<file path="config.mk">
export PLATFORM = sky130hd
export DESIGN_NAME = alu_cmd_queue
export DESIGN_NICKNAME = d
export VERILOG_FILES = /design/src/rtl/alu_pkg.sv /design/src/rtl/alu_cmd_fifo_mem.sv /design/src/rtl/alu_cmd_queue.sv
export SDC_FILE = /design/constraint.sdc
export NUM_CORES = 1
export LEC_CHECK = 0
export ABC_CLOCK_PERIOD_IN_PS = 4500
export BUFFER_PORTS_ARGS = -buffer_cell sky130_fd_sc_hd__buf_2
export CAP_MARGIN = 20
export CORE_MARGIN = 4
export CORE_UTILIZATION = 55
export CTS_BUF_LIST = sky130_fd_sc_hd__clkbuf_8
export DETAILED_ROUTE_END_ITERATION = 10
export PLACE_DENSITY = 0.77
export SLEW_MARGIN = 5
export SYNTH_ARGS = -nofsm -noshare
export SYNTH_HDL_FRONTEND = slang
export SYNTH_SLANG_ARGS = --single-unit
</file>
<file path="constraint.sdc">
create_clock -name clk -period 4.5 [get_ports clk]
set_clock_uncertainty 0.2 [all_clocks]
set_input_delay 0.45 -clock clk [delete_from_list [all_inputs] [get_ports clk]]
set_output_delay 0.45 -clock clk [all_outputs]
set_load 0.01 [all_outputs]
</file>
<file path="src/rtl/alu_pkg.sv">
// Shared ALU definitions: opcode encodings and the packed 11-bit command word
// carried through the command queue.
package alu_pkg;

    typedef enum logic [2:0] {
        OP_ADD  = 3'b000,
        OP_SUB  = 3'b001,
        OP_AND  = 3'b010,
        OP_OR   = 3'b011,
        OP_XOR  = 3'b100,
        OP_SHL  = 3'b101,
        OP_SHR  = 3'b110,
        OP_PASS = 3'b111
    } alu_op_e;

    typedef struct packed {
        logic [3:0] a;
        logic [3:0] b;
        logic [2:0] op;
    } alu_cmd_t;

    localparam int CMD_W = $bits(alu_cmd_t);

endpackage

</file>
<file path="src/rtl/alu_cmd_fifo_mem.sv">
// Command storage for alu_cmd_queue: DEPTH entries, one synchronous write port
// and a combinational read at the read pointer.
module alu_cmd_fifo_mem
    import alu_pkg::*;
#(
    parameter int DEPTH = 4,
    localparam int AW   = $clog2(DEPTH)
) (
    input  logic             clk,
    input  logic             wr_en,
    input  logic [AW-1:0]    wr_ptr,
    input  logic [CMD_W-1:0] wr_data,
    input  logic [AW-1:0]    rd_ptr,
    output logic [CMD_W-1:0] rd_data
);

    // Storage is not reset; validity is tracked by the queue's count.
    logic [CMD_W-1:0] mem [DEPTH];

    always_ff @(posedge clk) begin
        if (wr_en) begin
            mem[wr_ptr] <= wr_data;
        end
    end

    assign rd_data = mem[rd_ptr];

endmodule

</file>
<file path="src/rtl/alu_cmd_queue.sv">
// FIFO of ALU commands feeding a registered a/b/op issue stage.
// Optional macro ALU_CMD_QUEUE_BYPASS_EN lets a push into an empty queue issue on the same edge.
module alu_cmd_queue
    import alu_pkg::*;
#(
    parameter int DEPTH = 4
) (
    input  logic                   clk,
    input  logic                   rst,
    input  logic                   in_valid,
    output logic                   in_ready,
    input  logic [3:0]             in_a,
    input  logic [3:0]             in_b,
    input  logic [2:0]             in_op,
    input  logic                   alu_ready,
    output logic [3:0]             a,
    output logic [3:0]             b,
    output logic [2:0]             op,
    output logic                   issue_valid,
    output logic [$clog2(DEPTH):0] count,
    output logic                   full,
    output logic                   empty
);

    localparam int AW = $clog2(DEPTH);
    localparam int CW = AW + 1;

    logic [AW-1:0]    wr_ptr;
    logic [AW-1:0]    rd_ptr;
    logic             push;
    logic             pop;
    logic             bypass;
    logic             store;
    alu_cmd_t         in_cmd;
    alu_cmd_t         rd_cmd;
    logic [CMD_W-1:0] rd_data;

    assign full     = (count == CW'(DEPTH));
    assign empty    = (count == '0);
    assign in_ready = !full;

    assign in_cmd = '{a: in_a, b: in_b, op: in_op};
    assign rd_cmd = alu_cmd_t'(rd_data);

    assign push = in_valid && in_ready;
    assign pop  = !empty && alu_ready;

`ifdef ALU_CMD_QUEUE_BYPASS_EN
    // An empty queue with a willing ALU hands the command straight to the issue registers.
    assign bypass = push && empty && alu_ready;
`else
    assign bypass = 1'b0;
`endif

    assign store = push && !bypass;

    alu_cmd_fifo_mem #(
        .DEPTH (DEPTH)
    ) u_mem (
        .clk     (clk),
        .wr_en   (store),
        .wr_ptr  (wr_ptr),
        .wr_data (in_cmd),
        .rd_ptr  (rd_ptr),
        .rd_data (rd_data)
    );

    always_ff @(posedge clk or posedge rst) begin
        if (rst) begin
            wr_ptr      <= '0;
            rd_ptr      <= '0;
            count       <= '0;
            a           <= '0;
            b           <= '0;
            op          <= '0;
            issue_valid <= 1'b0;
        end else begin
            if (store) begin
                wr_ptr <= wr_ptr + AW'(1);
            end
            if (pop) begin
                rd_ptr <= rd_ptr + AW'(1);
            end
            case ({store, pop})
                2'b10:   count <= count + CW'(1);
                2'b01:   count <= count - CW'(1);
                default: count <= count;
            endcase
            issue_valid <= pop || bypass;
            if (pop) begin
                a  <= rd_cmd.a;
                b  <= rd_cmd.b;
                op <= rd_cmd.op;
            end else if (bypass) begin
                a  <= in_a;
                b  <= in_b;
                op <= in_op;
            end
        end
    end

endmodule

</file>
# After elaboration in Yosys (flattened, before gate mapping)
# Memories as Yosys holds them, arrays and structs flattened. A register that Yosys moved wholly into a read port is not among the register bits.
# Index checks and enable logic that the tools add are counted.
# totals
ram_bits	44
mem_count	1
regBits	8
# op_classes
eq_ne	3
n_reduce_logical	6
add_sub_neg	4
n_mux	3
# mem_list
memory	words	width	read_ports	rd_ports_with_merged_regs	write_ports	line	source
u_mem.mem	4	11	1	1	1	alu_cmd_fifo_mem.sv:18	logic [CMD_W-1:0] mem [DEPTH];
# ops
op	n
case mux 3 bit (2 select lines)	1
adder 2 x 1 -> 2 bit, second input constant	2
adder 3 x 1 -> 3 bit, second input constant	1
== test 3 bit, second input constant	1
logical NOT 3 bit	1
subtractor 3 x 1 -> 3 bit, second input constant	1
== test 2 x 1 -> 1 bit, second input constant	1
== test 2 bit, second input constant	1
logical AND 1 bit	2
logical NOT 1 bit	2
2-to-1 mux 1 bit	2
nonzero test 2 bit	1

# Logic depth before layout (Yosys ltp)
# Gate-level depths: netlist of the first run.
# logic_depth
word_depth	5
mapped_depth	11

# Modules after synthesis
# From an unflattened synthesis of the first run, not the netlist that was laid out.
# unflattened
hier_cells	115
area_unflattened_um2	2431.1
# modules_own_cells
mod	cells_per_inst	instances	area_per_inst_um2
alu_cmd_fifo_mem	61	1	1620.3
alu_cmd_queue	54	1	810.8

# Least setup slack after synthesis of the first run
# OpenSTA, ideal clock, no wires.
# synth_timing
kind	reg2reg
start	reg count[0]
end	reg count[2]
required_ps	4220
setup_slack_ps	2273
stages_incl_launch_ff	12
n_path_buf	0
synth_period_minus_slack_ps	2227
setup_time_ps	80
t_arrival_ps	1948
cell_sequence	dfrtp_1 inv_1 nand3_2 inv_1 nor2b_4 inv_1 ha_1 inv_1 fa_1 xor2_1 nor2_1 xor2_1
# synth_via
elab_chain_cells	5
elab_cells_between_ends	12
cone_classes	add/sub (2); eq/ne (3); mux (1); reduce/logical (6)
# synth_lines
element	line	source
start, declared	alu_cmd_queue.sv:20	output logic [$clog2(DEPTH):0] count,
start signal, assigned	alu_cmd_queue.sv:85	2'b10: count <= count + CW'(1);
start signal, assigned	alu_cmd_queue.sv:86	2'b01: count <= count - CW'(1);
start signal, assigned	alu_cmd_queue.sv:87	default: count <= count;
== test 3 bit (*)	alu_cmd_queue.sv:38	assign full = (count == CW'(DEPTH));
logical NOT 1 bit (*)	alu_cmd_queue.sv:40	assign in_ready = !full;
via in_ready	alu_cmd_queue.sv:11	output logic in_ready,
logical AND 1 bit (*)	alu_cmd_queue.sv:45	assign push = in_valid && in_ready;
== test 2 x 1 -> 1 bit or == test 2 bit (tied branches)	alu_cmd_queue.sv:84	case ({store, pop})
case mux 3 bit (2 select lines) or nonzero test 2 bit (tied branches)	--	
# The timed path passes the listed nets; every way through them passes the cells marked *.
# A chain may end at the register's enable or synchronous reset.

# Worst setup path in the final report of the first run
# layout_timing
start	reg count[0]
end	reg count[2]
# layout_via
elab_chain_cells	5
elab_cells_between_ends	12
cone_classes	add/sub (2); eq/ne (3); mux (1); reduce/logical (6)
# layout_lines
element	line
== test 3 bit or logical NOT 3 bit (tied branches)	alu_cmd_queue.sv:38, alu_cmd_queue.sv:39
logical NOT 1 bit (on tied branches)	alu_cmd_queue.sv:40, alu_cmd_queue.sv:46
logical AND 1 bit (on tied branches)	alu_cmd_queue.sv:45, alu_cmd_queue.sv:46
== test 2 x 1 -> 1 bit or == test 2 bit (tied branches)	alu_cmd_queue.sv:84
case mux 3 bit (2 select lines) or nonzero test 2 bit (tied branches)	--
# Parallel ways exist; a longest one is shown, timed or not.

==> results of run 1 <==
==> critical path: stages, from the launching register on <==
cell	delay [ps]
dfrtp_1	460
o31ai_4	590
inv_1	390
ha_1	330
inv_1	70
fa_1	180
xor2_1	150
nor2_1	60
xor2_1	150
==> cells in the final DEF, fill, tap and decap left out <==
cell type,Yosys,final
edfxtp_1,44,44
nand2_1,34,34
buf_2,3,32
dfrtp_1,19,19
inv_1,9,12
clkbuf_8,0,9
mux4_2,8,8
ha_1,5,5
xnor2_1,4,4
and2_1,4,4
mux4_1,3,3
clkinv_2,0,3
xor2_1,2,2
nand3_2,1,1
nor2b_4,1,1
o31ai_4,1,1
mux2i_1,1,1
nor3_1,1,1
mux2_1,1,1
nor2_1,1,1
fa_1,1,1
clkinvlp_4,0,1
==> through the flow <==
| step | worst slack (ps) | total power, mW |
|---|---|---|
| after floorplan | 2270 | 1.28 |
| after global placement | 1940 | 1.43 |
| after detailed placement | 1800 | 1.47 |
| after CTS | 1780 | 1.86 |
| after global routing | 1580 | 1.96 |
| final | 1790 | 1.83 |
==> final cells by class <==
cell class	count	area [sq um]	share of cell area, %
clock inverters	7	33.8	1.19
well taps	52	65.1	2.29
clock buffers	9	124	4.37
flip-flops and latches	63	1800	63.4
multi-input cells	68	622	21.9
repair buffers	32	160	5.65
inverters	9	33.8	1.19
==> routing by layer <==
metal  wire length [um]  part of all wire, %  vias up  global-route usage (%)
met4                 54                  1.3        0                    6.99
li1                   -                    -      591                       -
met3                170                  4.2        7                    5.61
met1               1620                   40      616                    21.0
met2               2210                   54       24                    28.3
met5                  0                    0        -                       0
==> registers in the layout (all words and copies together) (netlist names) <==
| name | cells |
|---|---|
| a | 4 |
| b | 4 |
| count | 3 |
| issue_valid | 1 |
| op | 3 |
| rd_ptr | 2 |
| u_mem.mem | 44 |
| wr_ptr | 2 |
==> power by group <==
group / total (mW) / internal, mW / switching (mW) / leakage, nW
Clock: 0.391 / 0.190 / 0.201 / 0.0926
Sequential: 0.927 / 0.797 / 0.131 / 0.631
Combinational: 0.515 / 0.249 / 0.267 / 0.463
==> cells in the mapped netlist <==
library cell	number
mux4_2	8
dfrtp_1	19
mux2_1	1
fa_1	1
o31ai_4	1
nand2_1	34
nand3_2	1
inv_1	9
mux4_1	3
nor2b_4	1
buf_6	1
xnor2_1	4
nor2_1	1
nor3_1	1
edfxtp_1	44
buf_2	3
and2_1	4
xor2_1	2
mux2i_1	1
ha_1	5
==> worst paths after layout <==
kind	end	slack, ps	depth (start not counted)
setup / recovery	count[2]	1790	8
hold / removal	a[3]	30	2
setup reg to reg	count[2]	1790	8
hold reg to reg	a[3]	270	2
max in group asynchronous	wr_ptr[1]	3600	2
min in group clk	u_mem.mem[0][8]	130	1
==> cell families after synthesis <==
kind of cell	count (synthesis)	synth area share (%)
simple gates	42	7.47
mux	13	11.3
buf+inv	13	2.42
xor+xnor	6	2.12
flops	63	72.5
compound gates	1	0.858
fa+ha+maj	6	3.33
==> results.sh, run 1 <==
export IMPL_hold_path_class="input port to async pin"
export IMPL_syn_cell_area_sq_mm=0.00248
export IMPL_clockBufferDepth=2
export IMPL_root_buffer="clkbuf_8"
export IMPL_synth_nets=165
export IMPL_postRouteAntennaNets=0
export IMPL_grt_overflow=0
export IMPL_fin_area_sq_mm=0.00284
export IMPL_slew_headroom_pct=51.6
export IMPL_placed_cell_area_sq_mm=0.00268
export IMPL_cts_sinks=63
export IMPL_port_buffers=32
export IMPL_layout_min_cycle_time_ps=2710
export IMPL_start_util_pct=56.9
export IMPL_arrival_ps=2720
export IMPL_path_class="register to register"
export IMPL_core_sq_mm=0.00435
export IMPL_crit_path_end_kind="register"
export IMPL_hold_violations=0
export IMPL_maxCapViolCount=0
export IMPL_peakVddDrop_mv=0.282
export IMPL_avgViaCountPerCell=5.16
export IMPL_ys_seq_area_share_pct=72.5
export IMPL_crit_required_ps=4500
export IMPL_setup_viol=0
export IMPL_antenna_found_initial=0
export IMPL_routed_wl_um=4060
export IMPL_synth_cell_type_count=20
export IMPL_setup_worst_path_start_class="register"
export IMPL_grtUsageTotal_pct=17.2
export IMPL_finalCritPeriodShare_pct=60.3
export IMPL_final_util_pct=65.1
export IMPL_cts_resized=0
export IMPL_layout_drive_gt1_share_pct=29.8
export IMPL_fmax_mhz=369
export IMPL_grt_max_degree=20
export IMPL_synth_area_per_cell_sq_um=17.2
export IMPL_p_per_area_mw_per_mm2=647
export IMPL_clk_pin_slew_ps=70
export IMPL_hold_slack_ps=31.8
export IMPL_cts_tree="yes"
export IMPL_drt_iter0_markers=114
export IMPL_grt_pass1_vias=1357
export IMPL_dp_hpwl_um=2700
export IMPL_maxSlewViolCount=0
export IMPL_route_detailed_drc=0
export IMPL_die_area_sq_mm=0.00564
export IMPL_synth_top_area_cell="edfxtp_1"
export IMPL_ctsHtreeMaxLevel=3
export IMPL_r2r_start="count[0]"
export IMPL_yosys_warnings=0
export IMPL_grt_pass1_wl_um=6780
export IMPL_outcome="finished, final reports clean"
export IMPL_area_growth_syn_to_layout_pct=14.4
export IMPL_path_max_fanout=14
export IMPL_drt_pre_antenna_iters=4
export IMPL_totalNegativeSetupSlack_ps=0
export IMPL_syn_inst=144
export IMPL_cts_hold_buffers=0
export IMPL_rsz0062_at_grt="no"
export IMPL_antenna_cells=0
export IMPL_synth_top_area_share_pct=53.3
export IMPL_ys_ff_latch=63
export IMPL_layout_cells_non_filler=240
export IMPL_die_x_um=75.1
export IMPL_dieHeight_um=75.1
export IMPL_cts_buffers=9
export IMPL_placed_cells=224
export IMPL_synth_area_leaders="edfxtp_1, dfrtp_1, mux4_2, nand2_1, mux4_1"
export IMPL_critPathLaunch="count[0]"
export IMPL_vias=1238
export IMPL_cts_setup_buffers=0
export IMPL_worst_pin_slew_ps=726
export IMPL_fillers=313
export IMPL_rows=24
export IMPL_layout_nets=204
export IMPL_ioPinCount=33
export IMPL_wl_per_cell_um=16.9
export IMPL_globalplace_congestion=0.806
export IMPL_p_leak_nw=1.19
export IMPL_clk_latency_ps=330
Power figures use the tool's default switching activity.
==> inputs of run 2 (changes only) <==
Settings changed: ABC_AREA from default to 1, ABC_CLOCK_PERIOD_IN_PS 4500 to 2820, PLACE_DENSITY 0.77 to 0.76.
Clock period 4.5 ns to 2.82 ns, I/O delays scaled along.
==> results.sh, run 2 <==
export IMPL_synth_flop_cell="edfxtp_1"
export IMPL_ctsHtreeMaxLevel=3
export IMPL_synth_area_per_cell_sq_um=9.99
export IMPL_synth_edff_count=44
export IMPL_reg2reg_slack_ps=690
export IMPL_maxSlewViolCount=0
export IMPL_syn_inst=276
export IMPL_mostFrequentLayoutCell="nand2_1"
export IMPL_synth_area_leaders="edfxtp_1, dfrtp_1, nand2_1, inv_1, nand3_1"
export IMPL_vias=1835
export IMPL_core_sq_mm=0.00479
export IMPL_clockBufferDepth=2
export IMPL_avgViaCountPerCell=4.58
export IMPL_slowest_delay_ps=440
export IMPL_async_flop_share_pct=30.2
export IMPL_die_x_um=78.8
export IMPL_synthTopCellsByCount="nand2_1, inv_1, edfxtp_1"
export IMPL_peakVddDrop_mv=0.805
export IMPL_setup_ws_ps=694
export IMPL_cts_setup_buffers=0
export IMPL_clk_latency_ps=340
export IMPL_slew_headroom_pct=48.8
export IMPL_synth_top_area_share_pct=47.9
export IMPL_hold_path_class="input port to register"
export IMPL_dp_hpwl_um=2990
export IMPL_area_growth_syn_to_layout_pct=21.4
export IMPL_layout_min_cycle_time_ps=2130
export IMPL_path_max_fanout=7
export IMPL_path_common_cell="nand2_1"
export IMPL_grt_overflow=0
export IMPL_syn_cell_area_sq_mm=0.00276
export IMPL_design_power_total_mw=3.40
export IMPL_postRouteAntennaNets=0
export IMPL_synth_nets=297
export IMPL_synth_most_common_cell="nand2_1"
export IMPL_antenna_found_initial=0
export IMPL_cts_sinks=63
export IMPL_synth_cell_type_count=19
export IMPL_grt_max_degree=25
export IMPL_crit_required_ps=2850
export IMPL_grt_pass1_vias=1922
export IMPL_routed_wl_um=5060
export IMPL_rsz0062_at_grt="no"
export IMPL_port_buffers=32
export IMPL_die_area_sq_mm=0.00621
export IMPL_mostFrequentLayoutCells="nand2_1, inv_1, edfxtp_1"
export IMPL_largest_register="u_mem.mem"
export IMPL_grt_pass1_wl_um=8590
export IMPL_globalplace_congestion=0.762
export IMPL_ys_seq_area_share_pct=65.2
export IMPL_clk_pin_slew_ps=70
export IMPL_finalCritPeriodShare_pct=75.4
export IMPL_drt_pre_antenna_iters=4
export IMPL_cp_top_family="simple AND/OR/NAND/NOR gates"
export IMPL_crit_path_end_kind="register"
export IMPL_arrival_ps=2150
export IMPL_root_buffer="clkbuf_8"
export IMPL_rows=25
export IMPL_layout_nets=350
export IMPL_setup_viol=0
export IMPL_synth_top_area_cell="edfxtp_1"
export IMPL_cts_buffers=9
export IMPL_outcome="finished, final reports clean"
export IMPL_grtUsageTotal_pct=19.0
export IMPL_path_class="register to register"
export IMPL_yosys_warnings=0
export IMPL_layout_drive_gt1_share_pct=17.4
export IMPL_cpMaxStageDelayCell="dfrtp_1"
export IMPL_crit_buf_inv=1
export IMPL_cts_tree="yes"
export IMPL_hold_violations=0
export IMPL_drt_iter0_markers=110
export IMPL_ioPinCount=33
export IMPL_largest_reg_flops=44
export IMPL_maxCapViolCount=0
export IMPL_antenna_cells=0
export IMPL_fmax_mhz=470
export IMPL_ys_ff_latch=63
export IMPL_worst_pin_slew_ps=767
export IMPL_reg_top3="u_mem.mem (44), a (4), b (4)"
export IMPL_totalNegativeSetupSlack_ps=0
export IMPL_dieHeight_um=78.8
export IMPL_final_util_pct=70.0
export IMPL_setup_worst_path_start_class="register"
export IMPL_place_ws_ps=684
export IMPL_p_per_area_mw_per_mm2=1020
export IMPL_path_cells="nor2_4, nand2_1, nand2_2, ha_1, inv_1, fa_1, nand2_1, nand3_1, xor2_1"
export IMPL_p_leak_nw=1.68
export IMPL_start_util_pct=57.6
export IMPL_wl_per_cell_um=12.6
export IMPL_route_detailed_drc=0
## run 2: cell count changes in the layout (fill, tap and decap cells not counted), moves of 4 or more
cell	change
and2_1	-4
buf_4	+6
dlygate4sd3_1	+13
inv_1	+48
mux4_2	-8
nand2_1	+64
nand3_1	+24
nor2_1	+4
## run 2: power by group
group / switching, mW / internal (mW)
clock network: 0.324 / 0.538
logic: 0.709 / 0.411
registers: 0.152 / 1.27
## run 2: worst paths after layout
path	startpoint	end	depth (start not counted)
max	count[0]	count[2]	9
min reg2reg	b[3]	b[3]	2
min in group asynchronous	rst	issue_valid	3
max in group asynchronous	rst	a[0]	3
max reg2reg	count[0]	count[2]	9
min	alu_ready	b[0]	4
## run 2: stage by stage
step	instance area (sq um)	cells	hold slack, ps
2_1_floorplan	2760	276	33.1
3_3_place_gp	2990	372	250
3_5_place_dp	2990	372	252
4_1_cts	3350	401	209
5_1_grt	3350	401	218
6_report	3350	401	204
## run 2: area by class of cell
type / instances / area, sq um
sequential: 63 / 1800
fill: 358 / 1440
tap: 67 / 83.8
multi-input combinational: 143 / 679
clock buffer: 11 / 151
clock inverter: 5 / 72.6
inverter: 61 / 229
timing repair buffer: 51 / 335
## run 2: cell families after synthesis
| kind of cell | Yosys count | share of synthesized area [%] |
|---|---|---|
| simple gates | 129 | 19.0 |
| buf+inv | 70 | 10.2 |
| flops | 63 | 65.2 |
| fa+ha+maj | 6 | 2.99 |
| compound gates | 4 | 1.36 |
| xor+xnor | 4 | 1.27 |
## run 2: timing repair
action                                  4_1_cts  5_1_grt
endpoints found under the setup margin        0        0
endpoints found under the hold margin        64        0
gates resized for setup                       0        0
hold buffers                                 13        0
## run 2: layer usage
metal,vias up,global-route usage [%],part of all wire [%]
met1,842,22.0,40
met3,10,5.67,5.2
met5,-,0,0
li1,944,-,-
met4,0,11.2,2.4
met2,39,31.4,52
## run 2: worst register-to-register path, stage by stage (launching register included)
cell	delay, ps
dfrtp_1	440
nor2_4	180
nand2_1	120
nand2_2	150
ha_1	180
inv_1	60
fa_1	370
nand2_1	80
nand3_1	90
xor2_1	150
